===== config.mk =====
export PLATFORM = sky130hd
export DESIGN_NAME = jtkiwi_sndbus
export DESIGN_NICKNAME = d
export VERILOG_FILES = /design/src/rtl/jtkiwi_pkg.sv /design/src/rtl/jtkiwi_wdog.sv /design/src/rtl/jtkiwi_sndbus.sv
export SDC_FILE = /design/constraint.sdc
export NUM_CORES = 1
export LEC_CHECK = 0
export BUFFER_PORTS_ARGS = -buffer_cell sky130_fd_sc_hd__buf_2
export CORE_MARGIN = 5
export CORE_UTILIZATION = 45
export DETAILED_ROUTE_END_ITERATION = 12
export PLACE_DENSITY = 0.76
export SYNTH_ARGS = -nofsm -noshare
export SYNTH_HDL_FRONTEND = slang
export SYNTH_HIERARCHICAL = 1
export SYNTH_SLANG_ARGS = --single-unit
export TNS_END_PERCENT = 50

===== constraint.sdc =====
create_clock -name clk -period 1.68 [get_ports clk]
set_input_delay 0.42 -clock clk [delete_from_list [all_inputs] [get_ports clk]]
set_output_delay 0.42 -clock clk [all_outputs]
set_load 0.05 [all_outputs]

===== src/rtl/jtkiwi_pkg.sv =====
// ============================================================================
// Module      : jtkiwi_pkg
// Description : Sound-CPU memory-map page codes and select decoding.
// Revision    : 1.0
// ============================================================================
`default_nettype none

package jtkiwi_pkg;

  localparam logic [3:0] PAGE_BANK   = 4'hA;
  localparam logic [3:0] PAGE_FM     = 4'hB;
  localparam logic [3:0] PAGE_CAB    = 4'hC;
  localparam logic [3:0] PAGE_RAM_LO = 4'hD;
  localparam logic [3:0] PAGE_RAM_HI = 4'hE;

  typedef struct packed {
    logic rom;
    logic bank;
    logic fm;
    logic cab;
    logic mcu;
    logic ram;
  } sel_t;

  // At most one field is ever set; page 0xF decodes to nothing.
  function automatic sel_t page_decode(input logic [3:0] page, input logic mcu_en,
                                       input logic mem_acc);
    sel_t s;
    s = '0;
    if (mem_acc) begin
      if (page < PAGE_BANK)                              s.rom  = 1'b1;
      else if (page == PAGE_BANK)                        s.bank = 1'b1;
      else if (page == PAGE_FM)                          s.fm   = 1'b1;
      else if (page == PAGE_CAB)                         begin
        s.cab = ~mcu_en;
        s.mcu = mcu_en;
      end
      else if (page == PAGE_RAM_LO || page == PAGE_RAM_HI) s.ram = 1'b1;
    end
    return s;
  endfunction

endpackage

`default_nettype wire


===== src/rtl/jtkiwi_wdog.sv =====
// ============================================================================
// Module      : jtkiwi_wdog
// Description : Frame watchdog; pulses wd_rstn low when the CPU stops banking.
// Revision    : 1.0
// ============================================================================
`default_nettype none

module jtkiwi_wdog #(
  parameter int WDOG_FRAMES = 8,
  parameter int WDOG_RSTLEN = 16
) (
  input  logic clk,
  input  logic comb_rstn,
  input  logic lvbl_fall,
  input  logic clr,
  output logic wd_rstn
);

  localparam int              FW         = $clog2(WDOG_FRAMES + 1);
  localparam int              PW         = $clog2(WDOG_RSTLEN + 1);
  localparam logic [FW-1:0]   FRAMES_MAX = FW'(WDOG_FRAMES);
  localparam logic [PW-1:0]   PULSE_LEN  = PW'(WDOG_RSTLEN);

  logic [FW-1:0] frames_d, frames_q;
  logic [PW-1:0] pulse_d, pulse_q;
  logic          wd_rstn_d, wd_rstn_q;

  // While a pulse runs the frame count is frozen; it restarts at 0 afterwards.
  always_comb begin
    frames_d  = frames_q;
    pulse_d   = pulse_q;
    wd_rstn_d = wd_rstn_q;
    if (pulse_q != '0) begin
      pulse_d = pulse_q - PW'(1);
      if (pulse_q == PW'(1)) begin
        wd_rstn_d = 1'b1;
        frames_d  = '0;
      end
    end else if (clr) begin
      frames_d = '0;
    end else if (frames_q == FRAMES_MAX) begin
      pulse_d   = PULSE_LEN;
      wd_rstn_d = 1'b0;
    end else if (lvbl_fall) begin
      frames_d = frames_q + FW'(1);
    end
  end

  always_ff @(posedge clk or negedge comb_rstn) begin
    if (!comb_rstn) begin
      frames_q  <= '0;
      pulse_q   <= '0;
      wd_rstn_q <= 1'b1;
    end else begin
      frames_q  <= frames_d;
      pulse_q   <= pulse_d;
      wd_rstn_q <= wd_rstn_d;
    end
  end

  assign wd_rstn = wd_rstn_q;

endmodule

`default_nettype wire


===== src/rtl/jtkiwi_sndbus.sv =====
// ============================================================================
// Module      : jtkiwi_sndbus
// Description : Sound-CPU bus glue: selects, ROM banking, VBL IRQ, waits, watchdog.
// Revision    : 1.0
// ============================================================================
`default_nettype none

module jtkiwi_sndbus
  import jtkiwi_pkg::*;
#(
  parameter int BANKW       = 2,
  parameter int WDOG_EN     = 1,
  parameter int WDOG_FRAMES = 8,
  parameter int WDOG_RSTLEN = 16
) (
  input  logic                clk,
  input  logic                comb_rstn,
  input  logic                cen6,
  input  logic                LVBL,
  input  logic                mreq_n,
  input  logic                rfsh_n,
  input  logic                iorq_n,
  input  logic                rd_n,
  input  logic                wr_n,
  input  logic [15:0]         A,
  input  logic [7:0]          dout,
  input  logic                mcu_en,
  input  logic                mshramen,
  output logic [14+BANKW-1:0] rom_addr,
  output logic                rom_cs,
  output logic                bank_cs,
  output logic                fm_cs,
  output logic                cab_cs,
  output logic                mcu_cs,
  output logic                ram_cs,
  output logic [BANKW-1:0]    bank,
  output logic                mcu_rstn,
  output logic                int_n,
  output logic                dev_busy,
  output logic                wd_rstn
);

  localparam int ROMW = 14 + BANKW;

  logic             mem_acc;
  logic             lvbl_fall;
  sel_t             sel_d, sel_q;
  logic [BANKW-1:0] bank_d, bank_q;
  logic             mcu_rstn_d, mcu_rstn_q;
  logic             lvbl_q;
  logic             int_n_d, int_n_q;
  logic             fm_last_d, fm_last_q;
  logic             fm_busy_d, fm_busy_q;
  logic             unused_pins;

  assign unused_pins = ^{rd_n, wr_n, dout};

  always_comb begin
    mem_acc    = ~mreq_n & rfsh_n;
    sel_d      = page_decode(A[15:12], mcu_en, mem_acc);
    lvbl_fall  = lvbl_q & ~LVBL;
    bank_d     = bank_q;
    mcu_rstn_d = mcu_rstn_q;
    if (sel_q.bank) begin
      bank_d     = dout[BANKW-1:0];
      mcu_rstn_d = dout[BANKW+2];
    end
    // A new VBL edge outranks an acknowledge in the same cycle.
    int_n_d = int_n_q;
    if (lvbl_fall)    int_n_d = 1'b0;
    else if (!iorq_n) int_n_d = 1'b1;
    fm_last_d = fm_last_q;
    fm_busy_d = fm_busy_q;
    if (cen6) begin
      fm_last_d = sel_q.fm;
      fm_busy_d = sel_q.fm & ~fm_last_q;
    end
  end

  always_ff @(posedge clk or negedge comb_rstn) begin
    if (!comb_rstn) begin
      sel_q      <= '0;
      bank_q     <= '0;
      mcu_rstn_q <= 1'b0;
      lvbl_q     <= 1'b1;
      int_n_q    <= 1'b1;
      fm_last_q  <= 1'b0;
      fm_busy_q  <= 1'b0;
    end else begin
      sel_q      <= sel_d;
      bank_q     <= bank_d;
      mcu_rstn_q <= mcu_rstn_d;
      lvbl_q     <= LVBL;
      int_n_q    <= int_n_d;
      fm_last_q  <= fm_last_d;
      fm_busy_q  <= fm_busy_d;
    end
  end

  assign rom_addr = A[15] ? {1'b1, bank_q, A[12:0]} : ROMW'(A[14:0]);
  assign rom_cs   = sel_q.rom;
  assign bank_cs  = sel_q.bank;
  assign fm_cs    = sel_q.fm;
  assign cab_cs   = sel_q.cab;
  assign mcu_cs   = sel_q.mcu;
  assign ram_cs   = sel_q.ram;
  assign bank     = bank_q;
  assign mcu_rstn = mcu_rstn_q;
  assign int_n    = int_n_q;
  assign dev_busy = (mshramen & sel_q.ram) | fm_busy_q;

  generate
    if (WDOG_EN != 0) begin : g_wdog
      jtkiwi_wdog #(
        .WDOG_FRAMES (WDOG_FRAMES),
        .WDOG_RSTLEN (WDOG_RSTLEN)
      ) u_wdog (
        .clk       (clk),
        .comb_rstn (comb_rstn),
        .lvbl_fall (lvbl_fall),
        .clr       (sel_q.bank),
        .wd_rstn   (wd_rstn)
      );
    end else begin : g_no_wdog
      assign wd_rstn = 1'b1;
    end
  endgenerate

endmodule

`default_nettype wire

==> run summary, run 1 <==
outcome - complete, no violations
Die H - 62.7 um
Most used DFF post-synth - dfrtp_1
drt first pass iters - 4
CTS Sinks - 23
post-route setup TNS - 0 ns
final hold violation count - 0
Site Rows - 19
first-pass GRT wire length - 4130 um
critical path's top delay family - flip-flops
Unique masters post-synth - 35
Core Box Area - 0.00271 mm2
clk root buf - clkbuf_4
Mean Syn Cell Area - 11.1 um2
grt ovf - 0
fin crit share - 96.3%
worst rel slew slack - 66.3%
drt first-iter violations - 12
placed cell area - 0.00139 mm2
Hold WC Path Type - input port to asynchronous set/reset pin
Num CTS Buffers - 3
cts hold-fix bufs - 0
clock latency on the worst-skew pair - 0.30 ns
RSZ-0062 raised after global routing - false
fraction of layout cells with a size suffix above 1 - 45.1%
placed cells - 168
Async SR Flop Fraction - 100%
crit path cell chain - mux2_2 > buf_2
Die X - 62.7 um
Critical Path Start Type - register
clk slew on worst S/H paths - 0.12 ns
Yosys Warn Count - 6
syn_nets - 153
area grow syn2layout - 15.3%
Synth Cell Area - 0.00125 mm2
residual DRC count - 0
worst-margin pin slew - 0.505 ns
Slew Limit Fails - 0
r2r worst-path depth - 6
Max Cap Viol - 0
pin count of the biggest net entering global routing - 24
HPWL after DPL - 2010 um
clk buf depth - 2
Finished Layout Cells - 173
Pwr Density - 1380 mW/mm2
max incr delay on CP - 0.42 ns
input/output buffers - 31
nets - 183
Mapped Cells - 113
RePlAce Congestion - 0.760
crit path buf inv count - 1
area of the die - 0.00393 mm2
setup violators final - 0
post-synthesis register bit count - 23
vias in the first global route - 983
Data required, critical path - 1.26 ns
diode count - 0
Routed WL - 2430 um
CP max-delay cell - dfrtp_1
IO Count - 63
post-route cell area - 0.00144 mm2
vias per cell - 5.27
CP arrival - 1.20 ns
Post-synth EDFFs - 0
Fmax - 618 MHz
total power - 1.99 mW
worst-path fanout max - 3
min cycle time layout - 1.62 ns
Worst setup EP type - output port
Setup CP Type - register to output port
Starting Density - 46.1%
CP Depth - 2
CTS tree - done
Max IR drop VDD - 0.796 mV
Leakage - 0.705 nW
Global Route Usage Sum - 12.5%
wire length per cell - 14.0 um
Via Count - 912
H-tree lvl count - 1
Worst Skew - 0.00205 ns
Routed Antenna Nets - 0
initial antenna violation count - 0
sequential area share after synthesis - 46.4%
fill count - 263
Final Util - 53.1%
-- timing repair --
item	4_1_cts	5_1_grt
buffers inserted	0	1
pin swaps	0	1
gates resized for setup	1	3
endpoints found under the setup margin	1	5
-- metal layers --
metal	GRT usage, %	vias to the layer above	share of wire, %
met1	12.2	432	37
met2	24.0	39	51
met3	5.22	2	11
met5	0	-	0
li1	-	439	-
met4	2.92	0	0.41
-- cell usage after synthesis, drive strengths merged, types with 2 or more instances --
cell type,count,area share (%)
nand3,3,1.2
buf,14,8.4
dfstp,3,6.3
a21oi,4,1.6
o21ai,7,2.8
nand3b,2,1.2
nand2,8,2.4
inv,9,2.7
nor2,5,1.7
xnor2,3,2.1
nor3,5,2.4
ha,5,5.0
mux2,8,7.2
nor4b,3,3.8
dfrtp,20,40
-- state kept, by name, summed over array words and instances, names as in the netlist --
signal                  cells
bank                        2
bank_cs                     1
cab_cs                      1
fm_busy_q                   1
fm_cs                       1
fm_last_q                   1
g_wdog.u_wdog/frames_q      4
g_wdog.u_wdog/pulse_q       5
g_wdog.u_wdog/wd_rstn       1
int_n                       1
lvbl_q                      1
mcu_cs                      1
mcu_rstn                    1
ram_cs                      1
rom_cs                      1
-- where the power goes --
group          switching [mW]  total (mW)  internal [mW]
sequential              0.143       0.832          0.689
clock                   0.159       0.252         0.0924
combinational           0.490       0.908          0.418
-- stage by stage --
step	setup WS [ns]	hold slack, ns
floorplan	0.136	0.124
global placement	0.0697	0.421
detailed placement	0.0160	0.428
CTS	0.0318	0.0863
global route	0.00505	0.0957
finish	0.0614	0.0680
-- area by class of cell --
type | instances | area [um2] | share of cell area [%]
flip-flops and latches | 23 | 581 | 40.3
multi-input cells | 67 | 546 | 37.9
repair buffers | 39 | 215 | 14.9
well taps | 31 | 38.8 | 2.69
inverters | 9 | 33.8 | 2.35
clock buffers | 4 | 26.3 | 1.82
-- cells in the final DEF (no fill, tap or decap), types with 2 or more instances in the layout --
| cell | synthesis | routed |
|---|---|---|
| buf_2 | 0 | 31 |
| dfrtp_1 | 20 | 19 |
| inv_1 | 9 | 8 |
| buf_4 | 14 | 8 |
| nand2_1 | 8 | 7 |
| mux2_2 | 7 | 7 |
| o21ai_0 | 5 | 5 |
| nor3_1 | 4 | 4 |
| nor2_1 | 4 | 4 |
| a21oi_1 | 4 | 4 |
| ha_1 | 5 | 4 |
| xnor2_1 | 3 | 3 |
| clkbuf_4 | 0 | 3 |
| nand3_1 | 3 | 3 |
| dfstp_2 | 3 | 3 |
| nand3b_1 | 2 | 2 |
| o21ai_1 | 2 | 2 |
-- cells by family (layout without fill, tap and decap cells) --
group / count (synthesis) / in the layout / share of synthesized area [%]
multiplexers: 9 / 9 / 8.02
XOR/XNOR: 3 / 3 / 2.10
buffers and inverters: 23 / 52 / 11.1
adder cells (fa/ha/maj): 5 / 5 / 5.01
AO/OA/AOI/OAI: 16 / 16 / 8.22
flip-flops: 23 / 23 / 46.4
AND/OR/NAND/NOR: 34 / 34 / 19.1
-- path summary, 6_finish.rpt --
kind / startpoint / to / slack, ns
min: comb_rstn / g_wdog.u_wdog/pulse_q[4] / 0.07
min in group clk: LVBL / lvbl_q / 0.21
max: bank[0] / rom_addr[13] / 0.06
max reg2reg: g_wdog.u_wdog/frames_q[1] / g_wdog.u_wdog/frames_q[3] / 0.09
max in group asynchronous: comb_rstn / bank_cs / 1.25
min reg2reg: int_n / int_n / 0.47
Note: power is estimated with default switching activity, not from simulation.
==> run 2: changes to the inputs <==
--- a/config.mk
+++ b/config.mk
@@ -7,9 +7,10 @@
 export LEC_CHECK = 0
 export BUFFER_PORTS_ARGS = -buffer_cell sky130_fd_sc_hd__buf_2
 export CORE_MARGIN = 5
-export CORE_UTILIZATION = 45
+export CORE_UTILIZATION = 47
+export CTS_BUF_LIST = sky130_fd_sc_hd__clkbuf_8
 export DETAILED_ROUTE_END_ITERATION = 12
-export PLACE_DENSITY = 0.76
+export PLACE_DENSITY_LB_ADDON = 0.15
 export SYNTH_ARGS = -nofsm -noshare
 export SYNTH_HDL_FRONTEND = slang
 export SYNTH_HIERARCHICAL = 1
==> run 2 against run 1 <==
Net effect: count of clock-buffer cells in the layout decreased by 1; clock skew barely moved; global-route usage rose by 1.2 points; combinational power is 1% lower; wire length shrank 2.5%; hold slack improved by 0.044 ns; critical path depth up 4; design area is 1.5% higher; largest power group unchanged.
==> run summary, run 2 (same netlist as run 1, synthesis figures left out) <==
sw frac - 38.8% (was 39.8%)
Routed WL - 2370 um (was 2430 um)
max FFs per register - 5 (unchanged)
Slew Limit Fails - 0 (unchanged)
Cell Int Power - 1.27 mW (was 1.20 mW)
Core Box Area - 0.00250 mm2 (was 0.00271 mm2)
Fmax - 629 MHz (was 618 MHz)
vias in the first global route - 899 (was 983)
Pwr Density - 1420 mW/mm2 (was 1380 mW/mm2)
Finished Layout Cells - 173 (unchanged)
initial antenna violation count - 0 (unchanged)
CP arrival - 1.74 ns (was 1.20 ns)
CP Depth - 6 (was 2)
post-route setup TNS - 0 ns (unchanged)
Hold WC Path Type - input port to asynchronous set/reset pin (unchanged)
outcome - complete, no violations (unchanged)
crit path buf inv count - 1 (unchanged)
clock share of power - 16.6% (was 12.6%)
Max Cap Viol - 0 (unchanged)
critical path's top delay family - simple AND/OR/NAND/NOR gates (was flip-flops)
IO Count - 63 (unchanged)
clk buf depth - 2 (unchanged)
post-route cell area - 0.00146 mm2 (was 0.00144 mm2)
wire length per cell - 13.7 um (was 14.0 um)
Psw - 0.807 mW (was 0.792 mW)
drt first-iter violations - 13 (was 12)
most common cell after layout, fill and taps aside - buf_2 (unchanged)
RSZ-0062 raised after global routing - false (unchanged)
worst-path fanout max - 3 (unchanged)
residual DRC count - 0 (unchanged)
setup violators final - 0 (unchanged)
Starting Density - 49.9% (was 46.1%)
clk slew on worst S/H paths - 0.08 ns (was 0.12 ns)
Num CTS Buffers - 3 (unchanged)
Flop pwr share - 40.3% (was 41.8%)
grt ovf - 0 (unchanged)
CTS tree - done (unchanged)
WHS - 0.112 ns (was 0.0680 ns)
placed cells - 168 (unchanged)
Max IR drop VDD - 0.982 mV (was 0.796 mV)
most frequent cells in the layout - buf_2 (31), dfrtp_1 (19), inv_1 (9), buf_4 (9), nand2_1 (8) (was buf_2 (31), dfrtp_1 (19), inv_1 (8), buf_4 (8))
fraction of layout cells with a size suffix above 1 - 45.5% (was 45.1%)
final hold violation count - 0 (unchanged)
Leakage - 0.715 nW (was 0.705 nW)
nets - 184 (was 183)
input/output buffers - 31 (unchanged)
clk root buf - clkbuf_8 (was clkbuf_4)
drt first pass iters - 2 (was 4)
worst rel slew slack - 66.9% (was 66.3%)
Data required, critical path - 1.83 ns (was 1.26 ns)
crit path cell chain - inv_1 > ha_1 > and4bb_1 > o22ai_2 > nand2_1 > mux2_1 (was mux2_2 > buf_2)
fill count - 217 (was 263)
diode count - 0 (unchanged)
Setup CP Type - register to register (was register to output port)
r2r worst-path depth - 6 (unchanged)
fin crit share - 94.6% (was 96.3%)
max incr delay on CP - 0.36 ns (was 0.42 ns)
first-pass GRT wire length - 3930 um (was 4130 um)
RePlAce Congestion - 0.847 (was 0.760)
CP max-delay cell - dfrtp_1 (unchanged)
Global Route Usage Sum - 13.7% (was 12.5%)
vias per cell - 5.05 (was 5.27)
total power - 2.08 mW (was 1.99 mW)
min cycle time layout - 1.59 ns (was 1.62 ns)
CTS Sinks - 23 (unchanged)
Routed Antenna Nets - 0 (unchanged)
clock latency on the worst-skew pair - 0.26 ns (was 0.30 ns)
Gate power share - 43.1% (was 45.6%)
Biggest register - g_wdog.u_wdog/pulse_q (unchanged)
HPWL after DPL - 1890 um (was 2010 um)
worst-margin pin slew - 0.496 ns (was 0.505 ns)
placed cell area - 0.00140 mm2 (was 0.00139 mm2)
Die X - 61.5 um (was 62.7 um)
area of the die - 0.00379 mm2 (was 0.00393 mm2)
Critical Path Start Type - register (unchanged)
Worst Skew - 0.00254 ns (was 0.00205 ns)
area grow syn2layout - 17.0% (was 15.3%)
Site Rows - 18 (was 19)
Via Count - 874 (was 912)
Die H - 61.5 um (was 62.7 um)
H-tree lvl count - 1 (unchanged)
pin count of the biggest net entering global routing - 24 (unchanged)
Worst setup EP type - register (was output port)
[run 2: layer usage]
metal | track usage [%] | wire length (um) | vias to the layer above
met5 | 0 | 0 | -
met4 | 2.73 | 20 | 0
met3 | 3.98 | 214 | 6
met2 | 23.2 | 1110 | 30
met1 | 17.6 | 1030 | 399
li1 | - | - | 439
[run 2: cell type report]
type	instances	area [um2]	area share (%)
multi-input combinational	67	538	36.8
timing repair buffer	40	223	15.2
clock inverter	1	7.51	0.514
inverter	9	33.8	2.31
tap	30	37.5	2.57
clock buffer	3	41.3	2.83
sequential	23	581	39.7
[run 2: final timing paths]
check | from | to | slack (ns)
worst max-delay path | g_wdog.u_wdog/frames_q[1] | g_wdog.u_wdog/frames_q[0] | 0.09
worst min-delay path | comb_rstn | g_wdog.u_wdog/frames_q[2] | 0.11
worst max register to register | g_wdog.u_wdog/frames_q[1] | g_wdog.u_wdog/frames_q[0] | 0.09
worst min register to register | int_n | int_n | 0.47
max in group asynchronous | comb_rstn | bank_cs | 1.21
min in group clk | LVBL | lvbl_q | 0.26
[run 2: through the flow]
step	utilization, %	setup WS (ns)
after floorplan	-	0.136
after global placement	55.9	0.0763
after detailed placement	55.9	0.0578
after CTS	57.9	0.0423
after global routing	58.5	0.0137
final	58.5	0.0903
[run 2: power by group through the flow]
| stage | Clock [mW] | Combinational (mW) | Sequential [mW] |
|---|---|---|---|
| after floorplan | 0 | 0.591 | 0.924 |
| after global placement | 0 | 0.861 | 0.840 |
| after detailed placement | 0 | 0.881 | 0.849 |
| after CTS | 0.364 | 0.886 | 0.838 |
| after global routing | 0.385 | 0.994 | 0.863 |
| final | 0.346 | 0.896 | 0.838 |
[run 2: what timing repair did]
| item | 4_1_cts | 5_1_grt |
|---|---|---|
| setup endpoints to repair | 0 | 3 |
| hold buffers | 0 | 0 |
| resized for setup | 0 | 2 |
| setup buffers | 0 | 1 |
